===== src/rtl/fetch_unit_if.sv =====
`default_nettype none
// ============================================================================
//  Module      : fetch_unit_if
//  Description : Bundles the Imem port, redirect inputs and decode handshake
//                of the instruction fetch stage. master = fetch unit side,
//                slave = surrounding pipeline / Imem side.
//  Revision    : 1.0 - initial release
// ============================================================================
interface fetch_unit_if #(
    parameter int ADDRESS_SIZE = 32
);
    // Imem side
    logic [0:ADDRESS_SIZE-1] imem_address;
    logic [0:ADDRESS_SIZE-1] imem_instruction;

    // Pipeline control
    logic                    fetch_enable;
    logic                    redirect_valid;
    logic [0:ADDRESS_SIZE-1] redirect_target;

    // Decode handshake
    logic                    id_valid;
    logic                    id_ready;
    logic [0:ADDRESS_SIZE-1] id_instruction;
    logic [0:ADDRESS_SIZE-1] id_pc;

    // Status
    logic                    fetch_fault;

    modport master (
        output imem_address,
        input  imem_instruction,
        input  fetch_enable,
        input  redirect_valid,
        input  redirect_target,
        output id_valid,
        input  id_ready,
        output id_instruction,
        output id_pc,
        output fetch_fault
    );

    modport slave (
        input  imem_address,
        output imem_instruction,
        output fetch_enable,
        output redirect_valid,
        output redirect_target,
        input  id_valid,
        output id_ready,
        input  id_instruction,
        input  id_pc,
        input  fetch_fault
    );
endinterface
`default_nettype wire


===== src/rtl/fetch_unit.sv =====
`default_nettype none
// ============================================================================
//  Module      : fetch_unit
//  Description : Instruction fetch stage. Owns the PC, addresses Imem, keeps a
//                2-deep FIFO of {pc, instruction} toward decode and handles
//                branch/jump redirects including misaligned-target faults.
//  Revision    : 1.0 - initial release
// ============================================================================
module fetch_unit #(
    parameter int                      ADDRESS_SIZE = 32,
    parameter logic [0:ADDRESS_SIZE-1] BOOT_ADDRESS = 'h1000,
    parameter int                      PC_STEP      = 4
) (
    input  wire logic   clk,
    input  wire logic   reset,
    fetch_unit_if.master bus
);

    localparam logic [0:ADDRESS_SIZE-1] c_PC_STEP     = ADDRESS_SIZE'(PC_STEP);
    localparam logic [0:0]              c_STATE_RUN   = 1'b0;
    localparam logic [0:0]              c_STATE_FAULT = 1'b1;
    localparam logic [1:0]              c_DEPTH       = 2'd2;

    // Architectural state
    logic [0:ADDRESS_SIZE-1] r_pc;
    logic [0:0]              r_state;
    logic                    r_fault;

    // Shift-style FIFO: head entry always drives decode, so when the buffer
    // drains or is flushed the last head value simply stays visible.
    logic [1:0]              r_count;
    logic [0:ADDRESS_SIZE-1] r_head_pc;
    logic [0:ADDRESS_SIZE-1] r_head_ins;
    logic [0:ADDRESS_SIZE-1] r_tail_pc;
    logic [0:ADDRESS_SIZE-1] r_tail_ins;

    logic                    w_valid;
    logic                    w_pop;
    logic                    w_push;
    logic                    w_target_aligned;
    logic [0:ADDRESS_SIZE-1] w_pc_next;

    // Handshake, push qualification and target alignment decode
    always_comb begin
        w_valid          = (r_count != 2'd0);
        w_pop            = w_valid & bus.id_ready;
        w_push           = (r_state == c_STATE_RUN) & bus.fetch_enable & ~bus.redirect_valid
                           & ((r_count != c_DEPTH) | w_pop);
        w_target_aligned = (bus.redirect_target[ADDRESS_SIZE-2:ADDRESS_SIZE-1] == 2'b00);
        w_pc_next        = r_pc + c_PC_STEP;
    end

    // PC, run/fault state and sticky fault flag; redirect outranks fetching
    always_ff @(posedge clk) begin
        if (reset) begin
            r_pc    <= BOOT_ADDRESS;
            r_state <= c_STATE_RUN;
            r_fault <= 1'b0;
        end else if (bus.redirect_valid) begin
            if (w_target_aligned) begin
                r_pc    <= bus.redirect_target;
                r_state <= c_STATE_RUN;
                r_fault <= 1'b0;
            end else begin
                // Misaligned target: PC is left alone, fetching stops
                r_state <= c_STATE_FAULT;
                r_fault <= 1'b1;
            end
        end else if (w_push) begin
            r_pc <= w_pc_next;
        end
    end

    // Occupancy count; a redirect flushes and overrides any pending pop
    always_ff @(posedge clk) begin
        if (reset) begin
            r_count <= 2'd0;
        end else if (bus.redirect_valid) begin
            r_count <= 2'd0;
        end else if (w_push && !w_pop) begin
            r_count <= r_count + 2'd1;
        end else if (!w_push && w_pop) begin
            r_count <= r_count - 2'd1;
        end
    end

    // FIFO storage; contents are kept on flush so decode outputs hold
    always_ff @(posedge clk) begin
        if (reset) begin
            r_head_pc  <= '0;
            r_head_ins <= '0;
            r_tail_pc  <= '0;
            r_tail_ins <= '0;
        end else if (!bus.redirect_valid) begin
            if (w_pop) begin
                if (r_count == c_DEPTH) begin
                    // Two entries: advance tail to head, refill tail if pushing
                    r_head_pc  <= r_tail_pc;
                    r_head_ins <= r_tail_ins;
                    if (w_push) begin
                        r_tail_pc  <= r_pc;
                        r_tail_ins <= bus.imem_instruction;
                    end
                end else if (w_push) begin
                    // Single entry popped and replaced in the same cycle
                    r_head_pc  <= r_pc;
                    r_head_ins <= bus.imem_instruction;
                end
            end else if (w_push) begin
                if (r_count == 2'd0) begin
                    r_head_pc  <= r_pc;
                    r_head_ins <= bus.imem_instruction;
                end else begin
                    r_tail_pc  <= r_pc;
                    r_tail_ins <= bus.imem_instruction;
                end
            end
        end
    end

    // Outputs: Imem address tracks the PC register directly
    assign bus.imem_address   = r_pc;
    assign bus.id_valid       = w_valid;
    assign bus.id_instruction = r_head_ins;
    assign bus.id_pc          = r_head_pc;
    assign bus.fetch_fault    = r_fault;

endmodule
`default_nettype wire


===== src/flat_wrapper.sv =====
// flat-port wrapper written by rule: the top's interface ports become plain ports
module fetch_unit_flat 
#(
    parameter int                      ADDRESS_SIZE = 32,
    parameter logic [0:ADDRESS_SIZE-1] BOOT_ADDRESS = 'h1000,
    parameter int                      PC_STEP      = 4
)
  (clk, reset, bus_imem_address, bus_imem_instruction, bus_fetch_enable, bus_redirect_valid, bus_redirect_target, bus_id_valid, bus_id_ready, bus_id_instruction, bus_id_pc, bus_fetch_fault);
  fetch_unit_if #(.ADDRESS_SIZE(ADDRESS_SIZE)) bus_i ();
  input  wire logic clk;
  input  wire logic reset;
  output wire logic [$bits(bus_i.imem_address)-1:0] bus_imem_address;
  input wire logic [$bits(bus_i.imem_instruction)-1:0] bus_imem_instruction;
  input wire logic [$bits(bus_i.fetch_enable)-1:0] bus_fetch_enable;
  input wire logic [$bits(bus_i.redirect_valid)-1:0] bus_redirect_valid;
  input wire logic [$bits(bus_i.redirect_target)-1:0] bus_redirect_target;
  output wire logic [$bits(bus_i.id_valid)-1:0] bus_id_valid;
  input wire logic [$bits(bus_i.id_ready)-1:0] bus_id_ready;
  output wire logic [$bits(bus_i.id_instruction)-1:0] bus_id_instruction;
  output wire logic [$bits(bus_i.id_pc)-1:0] bus_id_pc;
  output wire logic [$bits(bus_i.fetch_fault)-1:0] bus_fetch_fault;
  assign bus_imem_address = bus_i.imem_address;
  assign bus_i.imem_instruction = bus_imem_instruction;
  assign bus_i.fetch_enable = bus_fetch_enable;
  assign bus_i.redirect_valid = bus_redirect_valid;
  assign bus_i.redirect_target = bus_redirect_target;
  assign bus_id_valid = bus_i.id_valid;
  assign bus_i.id_ready = bus_id_ready;
  assign bus_id_instruction = bus_i.id_instruction;
  assign bus_id_pc = bus_i.id_pc;
  assign bus_fetch_fault = bus_i.fetch_fault;
  fetch_unit #(.ADDRESS_SIZE(ADDRESS_SIZE), .BOOT_ADDRESS(BOOT_ADDRESS), .PC_STEP(PC_STEP)) u_core (.clk(clk), .reset(reset), .bus(bus_i));
endmodule

===== config.mk =====
export PLATFORM = sky130hd
export DESIGN_NAME = fetch_unit_flat
export DESIGN_NICKNAME = d
export VERILOG_FILES = /design/src/rtl/fetch_unit_if.sv /design/src/rtl/fetch_unit.sv /design/src/flat_wrapper.sv
export SDC_FILE = /design/constraint.sdc
export NUM_CORES = 1
export LEC_CHECK = 0
export BUFFER_PORTS_ARGS = -buffer_cell sky130_fd_sc_hd__buf_2
export CORE_UTILIZATION = 50
export CTS_BUF_LIST = sky130_fd_sc_hd__clkbuf_8 sky130_fd_sc_hd__clkbuf_16
export CTS_CLUSTER_DIAMETER = 30
export CTS_CLUSTER_SIZE = 8
export DETAILED_ROUTE_END_ITERATION = 6
export PLACE_DENSITY = 0.75
export SYNTH_ARGS = -nofsm -noshare
export SYNTH_HDL_FRONTEND = slang
export SYNTH_SLANG_ARGS = --single-unit

===== constraint.sdc =====
create_clock -name clk -period 2.3 [get_ports clk]
set_clock_uncertainty 0.15 [all_clocks]
set_input_delay 0.23 -clock clk [delete_from_list [all_inputs] [get_ports clk]]
set_output_delay 0.23 -clock clk [all_outputs]
set_load 0.005 [all_outputs]

-- Yosys cells after proc, flatten, opt, wreduce, memory -nomap -nowiden
Cells that the tools add are included.
- $add $sub $neg: 3
- multiply operators: 0
- divide/modulo/power cells: 0
- $lt $le $gt $ge: 0
- eq/ne operators: 5
- shifts and indexed selects: 0
- muxes and demuxes: 24
- bitwise gates (word level): 7
- reduce and logical (&&, ||, !) cells: 16
- operators with widths (kind ; count):
    $mux W32 ; 21
    $add A32 B3 Y32 const B ; 1
    $reduce_bool A2 Y1 ; 6
    $reduce_and A4 Y1 ; 2
    $and A1 B1 Y1 ; 4
    $logic_not A2 Y1 ; 2
    $mux W2 ; 2
    $ne A2 B1 Y1 const B ; 2
    $ne A2 B2 Y1 const B ; 2
    $add A2 B1 Y2 const B ; 1
    $eq A2 B2 Y1 const B ; 1
    $logic_and A1 B1 Y1 ; 2
    $logic_not A1 Y1 ; 2
    $not A1 Y1 ; 2
    $reduce_and A2 Y1 ; 1
    $reduce_or A2 Y1 ; 1
    $sub A2 B1 Y2 const B ; 1
    $mux W1 ; 1
    $or A1 B1 Y1 ; 1
- flip-flop bits (word level): 163
- bits in latches: 0
- memory bits (writable): 0
- bits in read-only memories: 0
- output and inout bits: 98
- logic and storage cells: 62
- memories: 0

-- Logic depth before layout (Yosys ltp)
- word-level depth: 8
- mapped depth: 9

-- Least setup slack after synthesis
Ideal clock, no wire load.
- path kind: register to register
- start: register u_core.r_count[0]
- end: register u_core.r_count[1]
- library setup time: 0.071 ns
- arrival time: 1.936 ns
- data required time: 2.079 ns
- slack: 0.144 ns
- stages on the path, launching flop included: 9
- path buffers: 2
- period minus slack after synthesis: 2.156 ns
- cell sequence: dfxtp_1 -> buf_2 -> or3b_4 -> nand2_4 -> inv_4 -> buf_2 -> ha_1 -> or3_1 -> a21oi_1
- word-level cells in the longest chain between the ends: 7
- elaborated cells between the ends (all ways): 14
- those cells by class: add/sub (2); eq/ne (1); mux (2); bitwise (3); reduce/logical (6)
- ends and longest elaborated chain (element ; line ; RTL):
    start: declaration ; fetch_unit.sv:31 ; logic [1:0] r_count;
    start signal: assignment ; fetch_unit.sv:81 ; r_count <= r_count + 2'd1;
    start signal: assignment ; fetch_unit.sv:83 ; r_count <= r_count - 2'd1;
    $reduce_bool A2 Y1 ; fetch_unit.sv:45 ; w_valid = (r_count != 2'd0);
    $and A1 B1 Y1 ; fetch_unit.sv:46 ; w_pop = w_valid & bus.id_ready;
    $or A1 B1 Y1 ; fetch_unit.sv:48 ; & ((r_count != c_DEPTH) | w_pop);
    $and A1 B1 Y1 ; fetch_unit.sv:48 ;
    $logic_not A1 Y1 ; fetch_unit.sv:82 ; end else if (!w_push && w_pop) begin
    $logic_and A1 B1 Y1 ; fetch_unit.sv:82 ;
    $reduce_bool A2 Y1 (no line) ; -- ;
Parallel ways exist; a longest one is shown, timed or not. The select of a mux whose other input is x is not followed.
A chain may end at the register's enable or synchronous reset.

-- Worst setup path in the final report
- start: input bus_redirect_valid
- end: register u_core.r_pc (netlist bit u_core.bus.imem_address[11])
- word-level cells in the longest chain between the ends: 5
- elaborated cells between the ends (all ways): 7
- those cells by class: eq/ne (1); mux (1); bitwise (3); reduce/logical (2)
- ends and longest elaborated chain (element ; line ; RTL):
    start: declaration ; flat_wrapper.sv:15 ; input wire logic [$bits(bus_i.redirect_valid)-1:0] bus_redirect_valid;
    $not A1 Y1 (no line) ; -- ;
    $and A1 B1 Y1 ; fetch_unit.sv:47 ; w_push = (r_state == c_STATE_RUN) & bus.fetch_enable & ~bus.redirect_valid
    $and A1 B1 Y1 ; fetch_unit.sv:48 ;
    $reduce_bool A2 Y1 (no line) ; -- ;
    $reduce_and A2 Y1 (no line) ; -- ;
    end signal: assignment ; fetch_unit.sv:61 ; r_pc <= bus.redirect_target;
    end signal: assignment ; fetch_unit.sv:70 ; r_pc <= w_pc_next;
    end: declaration ; fetch_unit.sv:25 ; logic [0:ADDRESS_SIZE-1] r_pc;
Parallel ways exist; a longest one is shown, timed or not.

==> results by group <==
STA
  • Final setup viols: 0
  • Setup TNS: 0 ns
  • RSZ-0062 raised after global routing: no
  • Hold Vio Cnt, Final: 0
  • Slew headroom: 58.2%
  • Pins Over Slew Limit: 0
  • Slew @ Worst Pin: 0.626 ns
  • Fmax: 453 MHz
  • Crit share post-route: 95.9%
  • Post-route minimum period: 2.21 ns

Clock tree
  • Clock Tree Root: clkbuf_16
  • Post-CTS Setup Repair Bufs: 0
  • Htree depth: 4
  • CTS buffer count: 17
  • Clock sink count: 163
  • CTS max path bufs: 2
  • Clk pin slew, worst setup/hold paths: 0.06 ns
  • CTS tree: done
  • Skew-Pair Late Insertion Delay: 0.42 ns

Final layout
  • Layout cells sized above 1: 23.7%
  • Final Cell Area: 0.00950 mm^2
  • Layout net count: 1120
  • Area Growth Syn to Fin: 30.6%

Placement
  • Hpwl dp: 12.2 mm
  • Port-buffer cells: 166
  • Gp weighted congestion: 0.871
  • Cell Area, Placed: 0.00832 mm^2

Detailed routing
  • Number of detailed-route iterations in the first pass: 6
  • Final wirelength: 19.8 mm
  • DRC viols: 0
  • Vias per cell: 5.53
  • WL per Instance: 15.9 um
  • DR iter-0 viols: 511
  • Routed vias: 6878
  • Post-DRT Antenna Nets: 0

Pwr
  • Pleak: 4.17 nW
  • Pwr/cell area: 722 mW/mm^2
  • VDD IR-drop max: 0.533 mV

Critical path
  • FF-to-FF Start: u_core.bus.imem_address[22]$_SDFFE_PP0P_
  • Crit end category: flip-flop
  • Max stage delay on crit path: 0.55 ns
  • Reg-to-reg setup timing slack: 0.26 ns
  • Worst-path cell chain: dlygate4sd3_1 > buf_2 > or3b_2 > o21ai_2 > nand2_1 > mux2_2 > o221a_1
  • Crit Path Class: input port to flip-flop
  • Critical path launch point type: input port
  • Critical path's slowest cell: dlygate4sd3_1
  • Max FO, Critical Path: 8
  • Path depth of the worst reg2reg path: 6
  • Critical Path RT: 2.47 ns
  • Reg-to-Reg End: u_core.bus.imem_address[2]$_SDFFE_PP0P_
  • Worst path arrival time: 2.37 ns

Synth
  • Top-area cell type share of the netlist area: 44.9%
  • Most instantiated library cell after synthesis: dfxtp_1
  • Commonest cells in the netlist: 163 x dfxtp_1, 156 x nand2_1, 93 x nor2_1, 77 x a21oi_1, 73 x mux2i_1
  • Post-synthesis adder-cell area fraction: 0.344%
  • Synth Area in Compound Gates: 17.9%
  • Post-synthesis sequential area ratio: 44.9%
  • Mux share of post-synthesis cell area: 10.9%
  • Cells after synthesis: 852
  • Post-Synth Simple-Gate Area: 20.7%
  • Library cells used by synthesis: 65
  • Largest family of logic cells by synthesized area: simple AND/OR/NAND/NOR gates
  • Top cells by area, synth: dfxtp_1 45%, mux2i_1 10%, nand2_1 8.1%, a211oi_1 6.8%, a21oi_1 5.3%
  • Syn Nets: 923
  • Post-synth EDFFs: 0
  • Fraction of registers with async set/reset: 0%
  • Yosys reg bits: 163
  • Synth Flop Type: dfxtp_1
  • Leading area contributor after synthesis: dfxtp_1
  • Syn. warnings: 0
  • Syn Std Cell Area: 0.00727 mm^2
  • XOR/XNOR share of the synthesized area: 0.241%
  • Synthesized area per cell: 8.53 um^2

Floorplan
  • Std-Cell Rows: 43
  • I/O pin total: 167
  • Initial Util: 51.8%
  • Die height: 123 um
  • Die X: 123 um
  • Die area: 0.0150 mm^2
  • Core ar.: 0.0140 mm^2

Outcome
  • Status: completed

Min path
  • Worst hold path depth: 3
  • Hold Startpoint: bus_redirect_target[19]
  • Hold Path End: u_core.bus.imem_address[12]$_SDFFE_PP0P_
  • Min-delay worst type: input port to flip-flop

Global routing
  • GRT Total Usage: 26.6%
  • Antenna violations before repair: 0
  • First-pass GRT wire length: 31.4 mm
  • Largest net degree at the start of global routing: 89
  • Grt total ovfl: 0
  • Vias in the first global route: 6368

Job
  • Max Cap Violations: 0
==> cell type report <==
type,count,area (um^2)
diodes,1,2.50
clock buffers,20,467
clock inverters,12,164
fillers,1158,4550
inverters,4,17.5
multi-input cells,608,3650
flip-flops and latches,163,3260
well taps,180,225
repair buffers,255,1710
==> cells in the final DEF (no fill, tap or decap), types with 4 or more instances in the layout <==
cell,n
a211oi_1,66
a21oi_1,76
a22oi_1,6
a2bb2oi_1,5
a31oi_1,5
and2_1,6
and3_1,7
and4_1,4
buf_12,6
buf_2,165
buf_4,30
bufinv_16,4
clkbuf_16,17
dfxtp_1,163
dlygate4sd3_1,54
inv_1,7
mux2i_1,73
nand2_1,156
nand3_1,9
nand4_1,11
nor2_1,93
nor2b_1,4
nor3_1,8
nor4_1,4
o21ai_0,9
o22ai_1,9
==> worst max-delay path by stage <==
stage	start	end
floorplan	u_core.r_count[0]$_SDFFE_PP0P_	u_core.r_count[1]$_SDFFE_PP0P_
global placement	bus_redirect_valid	u_core.bus.imem_address[11]$_SDFFE_PP0P_
detailed placement	bus_redirect_valid	u_core.bus.imem_address[11]$_SDFFE_PP0P_
CTS	bus_redirect_valid	u_core.bus.imem_address[11]$_SDFFE_PP0P_
global route	bus_redirect_valid	u_core.bus.imem_address[11]$_SDFFE_PP0P_
finish	bus_redirect_valid	u_core.bus.imem_address[11]$_SDFFE_PP0P_
==> worst max-delay path: cells and delay by family <==
kind,cells,cell delay (ns)
simple gates,2,0.56
compound gates,2,0.56
mux,1,0.27
buf+inv,2,0.74
==> power by group <==
group          switching [mW]  internal (mW)  leakage (nW)  total, mW
Clock                    1.12           1.89         0.317       3.01
Sequential             0.0887           2.95          1.33       3.04
Combinational           0.431          0.383          2.52      0.814
==> timing repair <==
action,CTS,global route
hold buffers,54,0
setup endpoints to repair,0,0
hold endpoints to repair,55,0
resized for setup,0,0
==> cell families after synthesis <==
group,count (synthesis)
compound gates,199
xor+xnor,2
fa+ha+maj,2
buf+inv,81
flops,163
mux,78
simple gates,327
==> state kept, by name (all words and copies together), names as in the netlist <==
name,flops
u_core.bus.id_instruction,32
u_core.bus.id_pc,32
u_core.bus.imem_address,32
u_core.r_tail_ins,32
u_core.r_tail_pc,32
u_core.r_count,2
u_core.r_state,1
==> metal layers <==
metal / share of wire (%) / track usage (%) / up-vias
met5: 0 / 0 / -
met4: 1.6 / 8.77 / 0
met3: 5.3 / 5.86 / 25
met2: 48 / 43.3 / 226
met1: 45 / 34.9 / 3222
li1: - / - / 3405
==> through the flow <==
step,util (%),cells,power [mW],setup slack [ns],hold slack (ns)
2_1_floorplan,-,852,3.51,0.144,0.216
3_3_place_gp,59.3,1156,3.81,0.269,0.291
3_5_place_dp,59.3,1156,3.83,0.245,0.296
4_1_cts,67.6,1242,6.89,0.129,0.00619
5_1_grt,67.6,1242,7.12,0.0176,0.0205
6_report,67.6,1243,6.86,0.0948,0.0134
Power figures use the tool's default switching activity.
